<file path="config.mk">
export PLATFORM = sky130hd
export DESIGN_NAME = pixel_mode_pipe_flat
export DESIGN_NICKNAME = d
export VERILOG_FILES = /design/src/rtl/pixel_pkg.sv /design/src/rtl/pixel_mode_pipe_if.sv /design/src/rtl/frame_mean_div.sv /design/src/rtl/pixel_mode_pipe.sv /design/src/flat_wrapper.sv
export SDC_FILE = /design/constraint.sdc
export NUM_CORES = 1
export LEC_CHECK = 0
export BUFFER_PORTS_ARGS = -buffer_cell sky130_fd_sc_hd__buf_4
export CAP_MARGIN = 20
export CORE_ASPECT_RATIO = 1.25
export CORE_MARGIN = 5
export CORE_UTILIZATION = 42
export CTS_CLUSTER_DIAMETER = 40
export DETAILED_ROUTE_END_ITERATION = 8
export PLACE_DENSITY = 0.63
export SKIP_LAST_GASP = 1
export SLEW_MARGIN = 5
export SYNTH_ARGS = -nofsm -noshare
export SYNTH_HDL_FRONTEND = slang
export SYNTH_SLANG_ARGS = --single-unit
</file>
<file path="constraint.sdc">
create_clock -name iCLK -period 4.3 [get_ports iCLK]
set_input_delay 0.43 -clock iCLK [delete_from_list [all_inputs] [get_ports iCLK]]
set_output_delay 0.43 -clock iCLK [all_outputs]
set_load 0.01 [all_outputs]
</file>
<file path="src/rtl/pixel_pkg.sv">
// Shared constants and types for the display-side pixel stage and its mean divider.
package pixel_pkg;

    typedef enum logic [1:0] {
        MODE_RGB     = 2'd0,
        MODE_GRAY    = 2'd1,
        MODE_BIN     = 2'd2,
        MODE_BIN_INV = 2'd3
    } pix_mode_e;

    // Luma weights sum to 256 so that gray = weighted sum >> 8 stays in range for equal channels.
    localparam int unsigned W_R_DEF        = 77;
    localparam int unsigned W_G_DEF        = 150;
    localparam int unsigned W_B_DEF        = 29;
    localparam int unsigned LUMA_SHIFT     = 8;
    localparam int unsigned THRESH_DEFAULT = 512;

    typedef enum logic [1:0] {
        StIdle,
        StRun,
        StDone
    } div_state_e;

endpackage

</file>
<file path="src/rtl/pixel_mode_pipe_if.sv">
// Pixel stream bundle between the SDRAM read side and the VGA controller.
interface pixel_mode_pipe_if #(
    parameter int unsigned DATA_W = 10
);
    logic              iDVAL;
    logic              iSOF;
    logic              iEOF;
    logic [DATA_W-1:0] iRed;
    logic [DATA_W-1:0] iGreen;
    logic [DATA_W-1:0] iBlue;
    logic [1:0]        iMODE;
    logic              iAUTO;
    logic [DATA_W-1:0] iTHRESH;
    logic              oDVAL;
    logic [DATA_W-1:0] oRed;
    logic [DATA_W-1:0] oGreen;
    logic [DATA_W-1:0] oBlue;
    logic [DATA_W-1:0] oTHRESH;
    logic              oBUSY;

    modport master (
        output iDVAL, iSOF, iEOF, iRed, iGreen, iBlue, iMODE, iAUTO, iTHRESH,
        input  oDVAL, oRed, oGreen, oBlue, oTHRESH, oBUSY
    );

    modport slave (
        input  iDVAL, iSOF, iEOF, iRed, iGreen, iBlue, iMODE, iAUTO, iTHRESH,
        output oDVAL, oRed, oGreen, oBlue, oTHRESH, oBUSY
    );
endinterface

</file>
<file path="src/rtl/frame_mean_div.sv">
// Restoring sequential divider, one quotient bit per cycle; used for the per-frame mean gray level.
module frame_mean_div
    import pixel_pkg::*;
#(
    parameter int unsigned DIVIDEND_W = 29,
    parameter int unsigned DIVISOR_W  = 19
) (
    input  logic                  iCLK,
    input  logic                  iRST_N,
    input  logic                  start_i,
    input  logic [DIVIDEND_W-1:0] dividend_i,
    input  logic [DIVISOR_W-1:0]  divisor_i,
    output logic                  busy_o,
    output logic                  done_o,
    output logic [DIVIDEND_W-1:0] quotient_o
);
    localparam int unsigned STEP_W = $clog2(DIVIDEND_W + 1);

    div_state_e            state_q, state_d;
    logic [DIVISOR_W-1:0]  div_q;
    logic [DIVISOR_W-1:0]  rem_q;
    logic [DIVIDEND_W-1:0] quo_q;
    logic [STEP_W-1:0]     step_q;
    logic [DIVISOR_W:0]    trial;
    logic                  fits;
    logic                  last_step;

    assign last_step  = (step_q == STEP_W'(DIVIDEND_W - 1));
    assign quotient_o = quo_q;

    always_ff @(posedge iCLK or negedge iRST_N) begin
        if (!iRST_N) begin
            state_q <= StIdle;
        end else begin
            state_q <= state_d;
        end
    end

    // A zero divisor never leaves idle, so the caller's result register is left untouched.
    always_comb begin
        state_d = state_q;
        unique case (state_q)
            StIdle:  if (start_i && (divisor_i != '0)) state_d = StRun;
            StRun:   if (last_step) state_d = StDone;
            StDone:  state_d = StIdle;
            default: state_d = StIdle;
        endcase
    end

    always_comb begin
        busy_o = (state_q == StRun) || (state_q == StDone);
        done_o = (state_q == StDone);
    end

    always_comb begin
        trial = {rem_q, quo_q[DIVIDEND_W-1]};
        fits  = (trial >= {1'b0, div_q});
    end

    // quo_q shifts dividend bits out of the top while quotient bits enter at the bottom.
    always_ff @(posedge iCLK or negedge iRST_N) begin
        if (!iRST_N) begin
            div_q  <= '0;
            rem_q  <= '0;
            quo_q  <= '0;
            step_q <= '0;
        end else if ((state_q == StIdle) && start_i) begin
            div_q  <= divisor_i;
            rem_q  <= '0;
            quo_q  <= dividend_i;
            step_q <= '0;
        end else if (state_q == StRun) begin
            rem_q  <= DIVISOR_W'(fits ? (trial - {1'b0, div_q}) : trial);
            quo_q  <= {quo_q[DIVIDEND_W-2:0], fits};
            step_q <= step_q + STEP_W'(1);
        end
    end

endmodule

</file>
<file path="src/rtl/pixel_mode_pipe.sv">
// Three-stage RGB/gray/binary pixel stage with per-frame mode and threshold; auto threshold is
// the previous frame's mean gray level.
module pixel_mode_pipe
    import pixel_pkg::*;
#(
    parameter int unsigned DATA_W         = 10,
    parameter int unsigned PIX_CNT_W      = 19,
    parameter int unsigned W_R            = pixel_pkg::W_R_DEF,
    parameter int unsigned W_G            = pixel_pkg::W_G_DEF,
    parameter int unsigned W_B            = pixel_pkg::W_B_DEF,
    parameter int unsigned THRESH_DEFAULT = pixel_pkg::THRESH_DEFAULT
) (
    input logic              iCLK,
    input logic              iRST_N,
    pixel_mode_pipe_if.slave pix
);
    localparam int unsigned PROD_W = DATA_W + 8;
    localparam int unsigned SUM_W  = DATA_W + 10;
    localparam int unsigned GRAY_W = SUM_W - LUMA_SHIFT;
    localparam int unsigned ACC_W  = DATA_W + PIX_CNT_W;
    localparam logic [DATA_W-1:0] THR_RST = DATA_W'(THRESH_DEFAULT);

    logic              s1_val_q, s1_sof_q, s1_eof_q;
    logic [DATA_W-1:0] s1_r_q, s1_g_q, s1_b_q, s1_thr_q;
    logic [PROD_W-1:0] s1_pr_q, s1_pg_q, s1_pb_q;
    pix_mode_e         s1_mode_q;

    logic              s2_val_q, s2_sof_q, s2_eof_q;
    logic [DATA_W-1:0] s2_r_q, s2_g_q, s2_b_q, s2_gray_q, s2_thr_q;
    pix_mode_e         s2_mode_q;
    logic [GRAY_W-1:0] gray_full;
    logic [DATA_W-1:0] gray_sat;

    logic              out_val_q;
    logic [DATA_W-1:0] out_r_q, out_g_q, out_b_q, out_thr_q;
    logic [DATA_W-1:0] out_r_d, out_g_d, out_b_d;
    logic [DATA_W-1:0] bin_pix;

    logic [ACC_W-1:0]     sum_q, sum_d, incl_sum;
    logic [ACC_W:0]       sum_add;
    logic [PIX_CNT_W-1:0] cnt_q, cnt_d, incl_cnt;
    logic [DATA_W-1:0]    mean_q;
    logic                 div_start, div_busy, div_done;
    logic [ACC_W-1:0]     div_quo;

    // Mode and threshold only load on an SOF pixel and then ride along with the frame's pixels.
    always_ff @(posedge iCLK or negedge iRST_N) begin
        if (!iRST_N) begin
            s1_val_q  <= 1'b0;
            s1_sof_q  <= 1'b0;
            s1_eof_q  <= 1'b0;
            s1_r_q    <= '0;
            s1_g_q    <= '0;
            s1_b_q    <= '0;
            s1_pr_q   <= '0;
            s1_pg_q   <= '0;
            s1_pb_q   <= '0;
            s1_mode_q <= MODE_RGB;
            s1_thr_q  <= THR_RST;
        end else begin
            s1_val_q <= pix.iDVAL;
            if (pix.iDVAL) begin
                s1_sof_q <= pix.iSOF;
                s1_eof_q <= pix.iEOF;
                s1_r_q   <= pix.iRed;
                s1_g_q   <= pix.iGreen;
                s1_b_q   <= pix.iBlue;
                s1_pr_q  <= PROD_W'(W_R) * PROD_W'(pix.iRed);
                s1_pg_q  <= PROD_W'(W_G) * PROD_W'(pix.iGreen);
                s1_pb_q  <= PROD_W'(W_B) * PROD_W'(pix.iBlue);
                if (pix.iSOF) begin
                    s1_mode_q <= pix_mode_e'(pix.iMODE);
                    s1_thr_q  <= pix.iAUTO ? mean_q : pix.iTHRESH;
                end
            end
        end
    end

    always_comb begin
        gray_full = GRAY_W'((SUM_W'(s1_pr_q) + SUM_W'(s1_pg_q) + SUM_W'(s1_pb_q)) >> LUMA_SHIFT);
        gray_sat  = (|gray_full[GRAY_W-1:DATA_W]) ? '1 : gray_full[DATA_W-1:0];
    end

    always_ff @(posedge iCLK or negedge iRST_N) begin
        if (!iRST_N) begin
            s2_val_q  <= 1'b0;
            s2_sof_q  <= 1'b0;
            s2_eof_q  <= 1'b0;
            s2_r_q    <= '0;
            s2_g_q    <= '0;
            s2_b_q    <= '0;
            s2_gray_q <= '0;
            s2_mode_q <= MODE_RGB;
            s2_thr_q  <= THR_RST;
        end else begin
            s2_val_q <= s1_val_q;
            if (s1_val_q) begin
                s2_sof_q  <= s1_sof_q;
                s2_eof_q  <= s1_eof_q;
                s2_r_q    <= s1_r_q;
                s2_g_q    <= s1_g_q;
                s2_b_q    <= s1_b_q;
                s2_gray_q <= gray_sat;
                s2_mode_q <= s1_mode_q;
                s2_thr_q  <= s1_thr_q;
            end
        end
    end

    always_comb begin
        bin_pix = {DATA_W{s2_gray_q >= s2_thr_q}};
        unique case (s2_mode_q)
            MODE_GRAY: begin
                out_r_d = s2_gray_q;
                out_g_d = s2_gray_q;
                out_b_d = s2_gray_q;
            end
            MODE_BIN: begin
                out_r_d = bin_pix;
                out_g_d = bin_pix;
                out_b_d = bin_pix;
            end
            MODE_BIN_INV: begin
                out_r_d = ~bin_pix;
                out_g_d = ~bin_pix;
                out_b_d = ~bin_pix;
            end
            default: begin
                out_r_d = s2_r_q;
                out_g_d = s2_g_q;
                out_b_d = s2_b_q;
            end
        endcase
    end

    always_ff @(posedge iCLK or negedge iRST_N) begin
        if (!iRST_N) begin
            out_val_q <= 1'b0;
            out_r_q   <= '0;
            out_g_q   <= '0;
            out_b_q   <= '0;
            out_thr_q <= THR_RST;
        end else begin
            out_val_q <= s2_val_q;
            if (s2_val_q) begin
                out_r_q   <= out_r_d;
                out_g_q   <= out_g_d;
                out_b_q   <= out_b_d;
                out_thr_q <= s2_thr_q;
            end
        end
    end

    // incl_* is the running total including the current S2 pixel; an SOF pixel restarts it.
    always_comb begin
        sum_add  = {1'b0, sum_q} + (ACC_W + 1)'(s2_gray_q);
        incl_sum = sum_add[ACC_W] ? '1 : sum_add[ACC_W-1:0];
        incl_cnt = (&cnt_q) ? cnt_q : (cnt_q + PIX_CNT_W'(1));
        if (s2_sof_q) begin
            incl_sum = ACC_W'(s2_gray_q);
            incl_cnt = PIX_CNT_W'(1);
        end
        sum_d = sum_q;
        cnt_d = cnt_q;
        if (s2_val_q) begin
            sum_d = s2_eof_q ? '0 : incl_sum;
            cnt_d = s2_eof_q ? '0 : incl_cnt;
        end
    end

    assign div_start = s2_val_q && s2_eof_q && !div_busy;

    always_ff @(posedge iCLK or negedge iRST_N) begin
        if (!iRST_N) begin
            sum_q  <= '0;
            cnt_q  <= '0;
            mean_q <= THR_RST;
        end else begin
            sum_q <= sum_d;
            cnt_q <= cnt_d;
            if (div_done) begin
                mean_q <= (|div_quo[ACC_W-1:DATA_W]) ? '1 : div_quo[DATA_W-1:0];
            end
        end
    end

    frame_mean_div #(
        .DIVIDEND_W(ACC_W),
        .DIVISOR_W (PIX_CNT_W)
    ) u_mean_div (
        .iCLK      (iCLK),
        .iRST_N    (iRST_N),
        .start_i   (div_start),
        .dividend_i(incl_sum),
        .divisor_i (incl_cnt),
        .busy_o    (div_busy),
        .done_o    (div_done),
        .quotient_o(div_quo)
    );

    assign pix.oDVAL   = out_val_q;
    assign pix.oRed    = out_r_q;
    assign pix.oGreen  = out_g_q;
    assign pix.oBlue   = out_b_q;
    assign pix.oTHRESH = out_thr_q;
    assign pix.oBUSY   = div_busy;

endmodule

</file>
<file path="src/flat_wrapper.sv">
// flat-port wrapper written by rule: the top's interface ports become plain ports
module pixel_mode_pipe_flat import pixel_pkg::*;
#(
    parameter int unsigned DATA_W         = 10,
    parameter int unsigned PIX_CNT_W      = 19,
    parameter int unsigned W_R            = pixel_pkg::W_R_DEF,
    parameter int unsigned W_G            = pixel_pkg::W_G_DEF,
    parameter int unsigned W_B            = pixel_pkg::W_B_DEF,
    parameter int unsigned THRESH_DEFAULT = pixel_pkg::THRESH_DEFAULT
)
  (iCLK, iRST_N, pix_iDVAL, pix_iSOF, pix_iEOF, pix_iRed, pix_iGreen, pix_iBlue, pix_iMODE, pix_iAUTO, pix_iTHRESH, pix_oDVAL, pix_oRed, pix_oGreen, pix_oBlue, pix_oTHRESH, pix_oBUSY);
  pixel_mode_pipe_if #(.DATA_W(DATA_W)) pix_i ();
  input logic iCLK;
  input logic iRST_N;
  input wire logic [$bits(pix_i.iDVAL)-1:0] pix_iDVAL;
  input wire logic [$bits(pix_i.iSOF)-1:0] pix_iSOF;
  input wire logic [$bits(pix_i.iEOF)-1:0] pix_iEOF;
  input wire logic [$bits(pix_i.iRed)-1:0] pix_iRed;
  input wire logic [$bits(pix_i.iGreen)-1:0] pix_iGreen;
  input wire logic [$bits(pix_i.iBlue)-1:0] pix_iBlue;
  input wire logic [$bits(pix_i.iMODE)-1:0] pix_iMODE;
  input wire logic [$bits(pix_i.iAUTO)-1:0] pix_iAUTO;
  input wire logic [$bits(pix_i.iTHRESH)-1:0] pix_iTHRESH;
  output wire logic [$bits(pix_i.oDVAL)-1:0] pix_oDVAL;
  output wire logic [$bits(pix_i.oRed)-1:0] pix_oRed;
  output wire logic [$bits(pix_i.oGreen)-1:0] pix_oGreen;
  output wire logic [$bits(pix_i.oBlue)-1:0] pix_oBlue;
  output wire logic [$bits(pix_i.oTHRESH)-1:0] pix_oTHRESH;
  output wire logic [$bits(pix_i.oBUSY)-1:0] pix_oBUSY;
  assign pix_i.iDVAL = pix_iDVAL;
  assign pix_i.iSOF = pix_iSOF;
  assign pix_i.iEOF = pix_iEOF;
  assign pix_i.iRed = pix_iRed;
  assign pix_i.iGreen = pix_iGreen;
  assign pix_i.iBlue = pix_iBlue;
  assign pix_i.iMODE = pix_iMODE;
  assign pix_i.iAUTO = pix_iAUTO;
  assign pix_i.iTHRESH = pix_iTHRESH;
  assign pix_oDVAL = pix_i.oDVAL;
  assign pix_oRed = pix_i.oRed;
  assign pix_oGreen = pix_i.oGreen;
  assign pix_oBlue = pix_i.oBlue;
  assign pix_oTHRESH = pix_i.oTHRESH;
  assign pix_oBUSY = pix_i.oBUSY;
  pixel_mode_pipe #(.DATA_W(DATA_W), .PIX_CNT_W(PIX_CNT_W), .W_R(W_R), .W_G(W_G), .W_B(W_B), .THRESH_DEFAULT(THRESH_DEFAULT)) u_core (.iCLK(iCLK), .iRST_N(iRST_N), .pix(pix_i));
endmodule
</file>
==> impl_metrics.tcl <==
set metrics [dict create \
    drt_iter0_drc 962 \
    use_met3_pct 2.83 \
    fill_cells 4502 \
    place_hpwl_mm 39.7 \
    viasPerCell 5.53 \
    fmax_mhz 251 \
    drv_slew 0 \
    synth_top_area_share_pct 38.0 \
    worst_ep_arrival_time_ns 4.46 \
    drt-total-wl_mm 53.7 \
    grt_overflow_total 0 \
    grt_max_degree 117 \
    grt_pass1_wl_mm 86.5 \
    ant_nets 0 \
    synth-main-ff-cell "dfrtp_1" \
    die_w_um 208 \
    place_congestion 0.904 \
    synth_area_leader_cell "dfrtp_1" \
    diodes 0 \
    maxCapViolCount 0 \
    met1_usage_pct 22.5 \
    synth_warnings 0 \
    avgSynthCellArea_sq_um 9.80 \
    power_density_mw_per_mm2 716 \
    synth_edf_count 0 \
    clk_latency_ns 0.61 \
    port_buffers 89 \
    syn_inst 2102 \
    dr.pass1.iters 6 \
    drc 0 \
    post-route-period-util_pct 92.6 \
    relSlewSlack_pct 27.0 \
    die_height_um 258 \
    cp-start-kind "register" \
    finClkSkew_ns 0.0326 \
    async_reset_ff_share_pct 100 \
    rsz0062_at_grt "false" \
    setup_viol 0 \
    row_count 90 \
    place_inst 2766 \
    layout.nets 2455 \
    syn_area_sq_mm 0.0206 \
    layout_min_cycle_time_ns 3.98 \
    busiest_layer "met2" \
    worstHoldPathType "input pin to register" \
    wl_per_cell_um 18.8 \
    antenna_found_initial 0 \
    finalHoldViolCount 0 \
    cp-end-kind "register" \
    leakagePower_nw 10.8 \
    postSynthNetCount 2381 \
    instances_no_fill 2862 \
    yosys-top-cells-area "dfrtp_1 (38%), ha_1 (12%), mux2_2 (6.2%)" \
    ys_types 76 \
    vdd_ir_drop_max_mv 0.423 \
    clk_pin_slew_ns 0.06 \
    met2_usage_pct 37.0 \
    path_max_fanout 7 \
    ys_ff_latch 317 \
    groute.usage.overall_pct 19.7 \
    setup_tns_ns 0 \
    vias 15820 \
    cts_max_path_buffers 3 \
    core_area_sq_mm 0.0484 \
    place_ws_ns 0.264 \
    dieArea_sq_mm 0.0536 \
    outcome "finished, final reports clean" \
    clock-root-buffer "clkbuf_16" \
    cts_tree "built" \
    worst_slack_ns 0.320 \
    crit_required_ns 4.78 \
    crit_type "register to register" \
    tightest_slew_ns 1.10 \
    utilization_pct 49.0 \
    drive_above_1_share_pct 15.9 \
    clock-sinks 317 \
    areaGrowthSynthToFinish_pct 15.1 \
    start_util_pct 42.5 \
    cts_buffers 51 \
    synth_seq_area_share_pct 38.5 \
    boundaryPins 90 \
    htreeDepth 2 \
    power_mw 17.0 \
    first_global_vias 16328 \
]
[per-layer routing]
| layer | vias to the layer above | part of all wire, % |
|---|---|---|
| met5 | - | 0 |
| met4 | 0 | 4.1 |
| met3 | 108 | 3.2 |
| met2 | 287 | 53 |
| met1 | 7744 | 40 |
| li1 | 7681 | - |
[worst max-delay path, stage by stage, from the launching register on]
cell and delay, ns:
dfrtp_1 0.36, ha_1 0.21, inv_1 0.07, fa_1 0.40, nor2b_1 0.24, o31ai_2 0.12, a22oi_1 0.23, a21o_1 0.16
a21o_1 0.14, a31oi_1 0.11, xnor2_1 0.15, ha_1 0.34, a21o_1 0.20, a21o_1 0.19, o2bb2ai_1 0.29, nand4bb_1 0.20
nand2_1 0.20, o22a_1 0.24
[logic make-up after synthesis]
group                    count (synthesis)  share of synthesized area (%)
adder cells (fa/ha/maj)                231                           15.5
AND/OR/NAND/NOR                        483                           11.2
buffers and inverters                  284                           5.25
XOR/XNOR                                86                           3.66
multiplexers                           165                           8.73
flip-flops                             317                           38.5
AO/OA/AOI/OAI                          536                           17.1
[synth_stat cells, drive strengths merged (23+ instances only)]
library cell,instances
mux2,114
inv,191
xnor2,65
a211oi,33
mux2i,51
fa,41
o22ai,23
a41oi,34
ha,190
dfrtp,313
nor3,29
clkbuf,80
a21o,33
a21oi,124
nand3,30
nand2,158
o21ai,122
nor2,144
[cell type report]
type	instances	area, sq um	area share (%)
tap	644	806	3.40
clock inverter	35	377	1.59
inverter	191	717	3.02
sequential	317	7940	33.5
timing repair buffer	114	903	3.81
multi-input combinational	1501	11600	48.9
clock buffer	60	1370	5.78
[report_power, final]
| part | total [mW] | internal [mW] | switching (mW) |
|---|---|---|---|
| clock network | 4.15 | 2.52 | 1.63 |
| registers | 4.61 | 3.87 | 0.739 |
| logic | 8.23 | 3.78 | 4.45 |
[sequential cells by signal, summed over array words and instances (netlist names), 10 cells and up]
signal,count
u_core.s2_r_q,10
u_core.cnt_q,19
u_core.u_mean_div.rem_q,19
u_core.s1_r_q,10
u_core.pix.oRed,10
u_core.s2_gray_q,10
u_core.s1_pb_q,13
u_core.u_mean_div.div_q,19
u_core.s1_pr_q,15
u_core.pix.oBlue,10
u_core.pix.oGreen,10
u_core.s1_b_q,10
u_core.s1_pg_q,16
u_core.sum_q,29
u_core.s1_g_q,10
u_core.s1_thr_q,10
u_core.s2_g_q,10
u_core.s2_thr_q,10
u_core.pix.oTHRESH,10
u_core.mean_q,10
u_core.s2_b_q,10
u_core.u_mean_div.quotient_o,29
[worst paths after layout]
path	start	endpoint	slack, ns	cells after the start
setup reg to reg	u_core.s1_g_q[0]	u_core.s2_gray_q[4]	0.32	17
min in group asynchronous	iRST_N	u_core.u_mean_div.rem_q[6]	0.53	2
hold / removal	pix_iMODE[0]	u_core.s1_mode_q[0]	0.07	2
max in group asynchronous	iRST_N	u_core.s1_val_q	2.67	3
hold reg to reg	u_core.s1_thr_q[9]	u_core.s1_thr_q[9]	0.48	2
setup / recovery	u_core.s1_g_q[0]	u_core.s2_gray_q[4]	0.32	17
[cell usage in the layout, fill, tap and decap left out, drive strengths merged, types with 51 or more instances in the layout]
| cell | synthesis | routed |
|---|---|---|
| o21ai | 122 | 122 |
| buf | 13 | 113 |
| xnor2 | 65 | 65 |
| mux2i | 51 | 51 |
| mux2 | 114 | 114 |
| ha | 190 | 190 |
| clkbuf | 80 | 60 |
| dfrtp | 313 | 313 |
| a21oi | 124 | 124 |
| nand2 | 158 | 158 |
| nor2 | 144 | 144 |
| inv | 191 | 205 |
[stage by stage]
| step | hold WS (ns) | area, sq um |
|---|---|---|
| after floorplan | 0.134 | 20600 |
| after global placement | 0.463 | 22000 |
| after detailed placement | 0.470 | 22000 |
| after CTS | 0.0326 | 23700 |
| after global routing | 0.0510 | 23700 |
| final | 0.0651 | 23700 |
[timing repair]
item                                   4_1_cts  5_1_grt
gates resized for setup                      0        1
setup buffers                                0        0
endpoints found under the hold margin      100        0
hold buffers                                 1        0
setup endpoints to repair                    0        4
No activity file was read; power rests on OpenSTA's default activity.
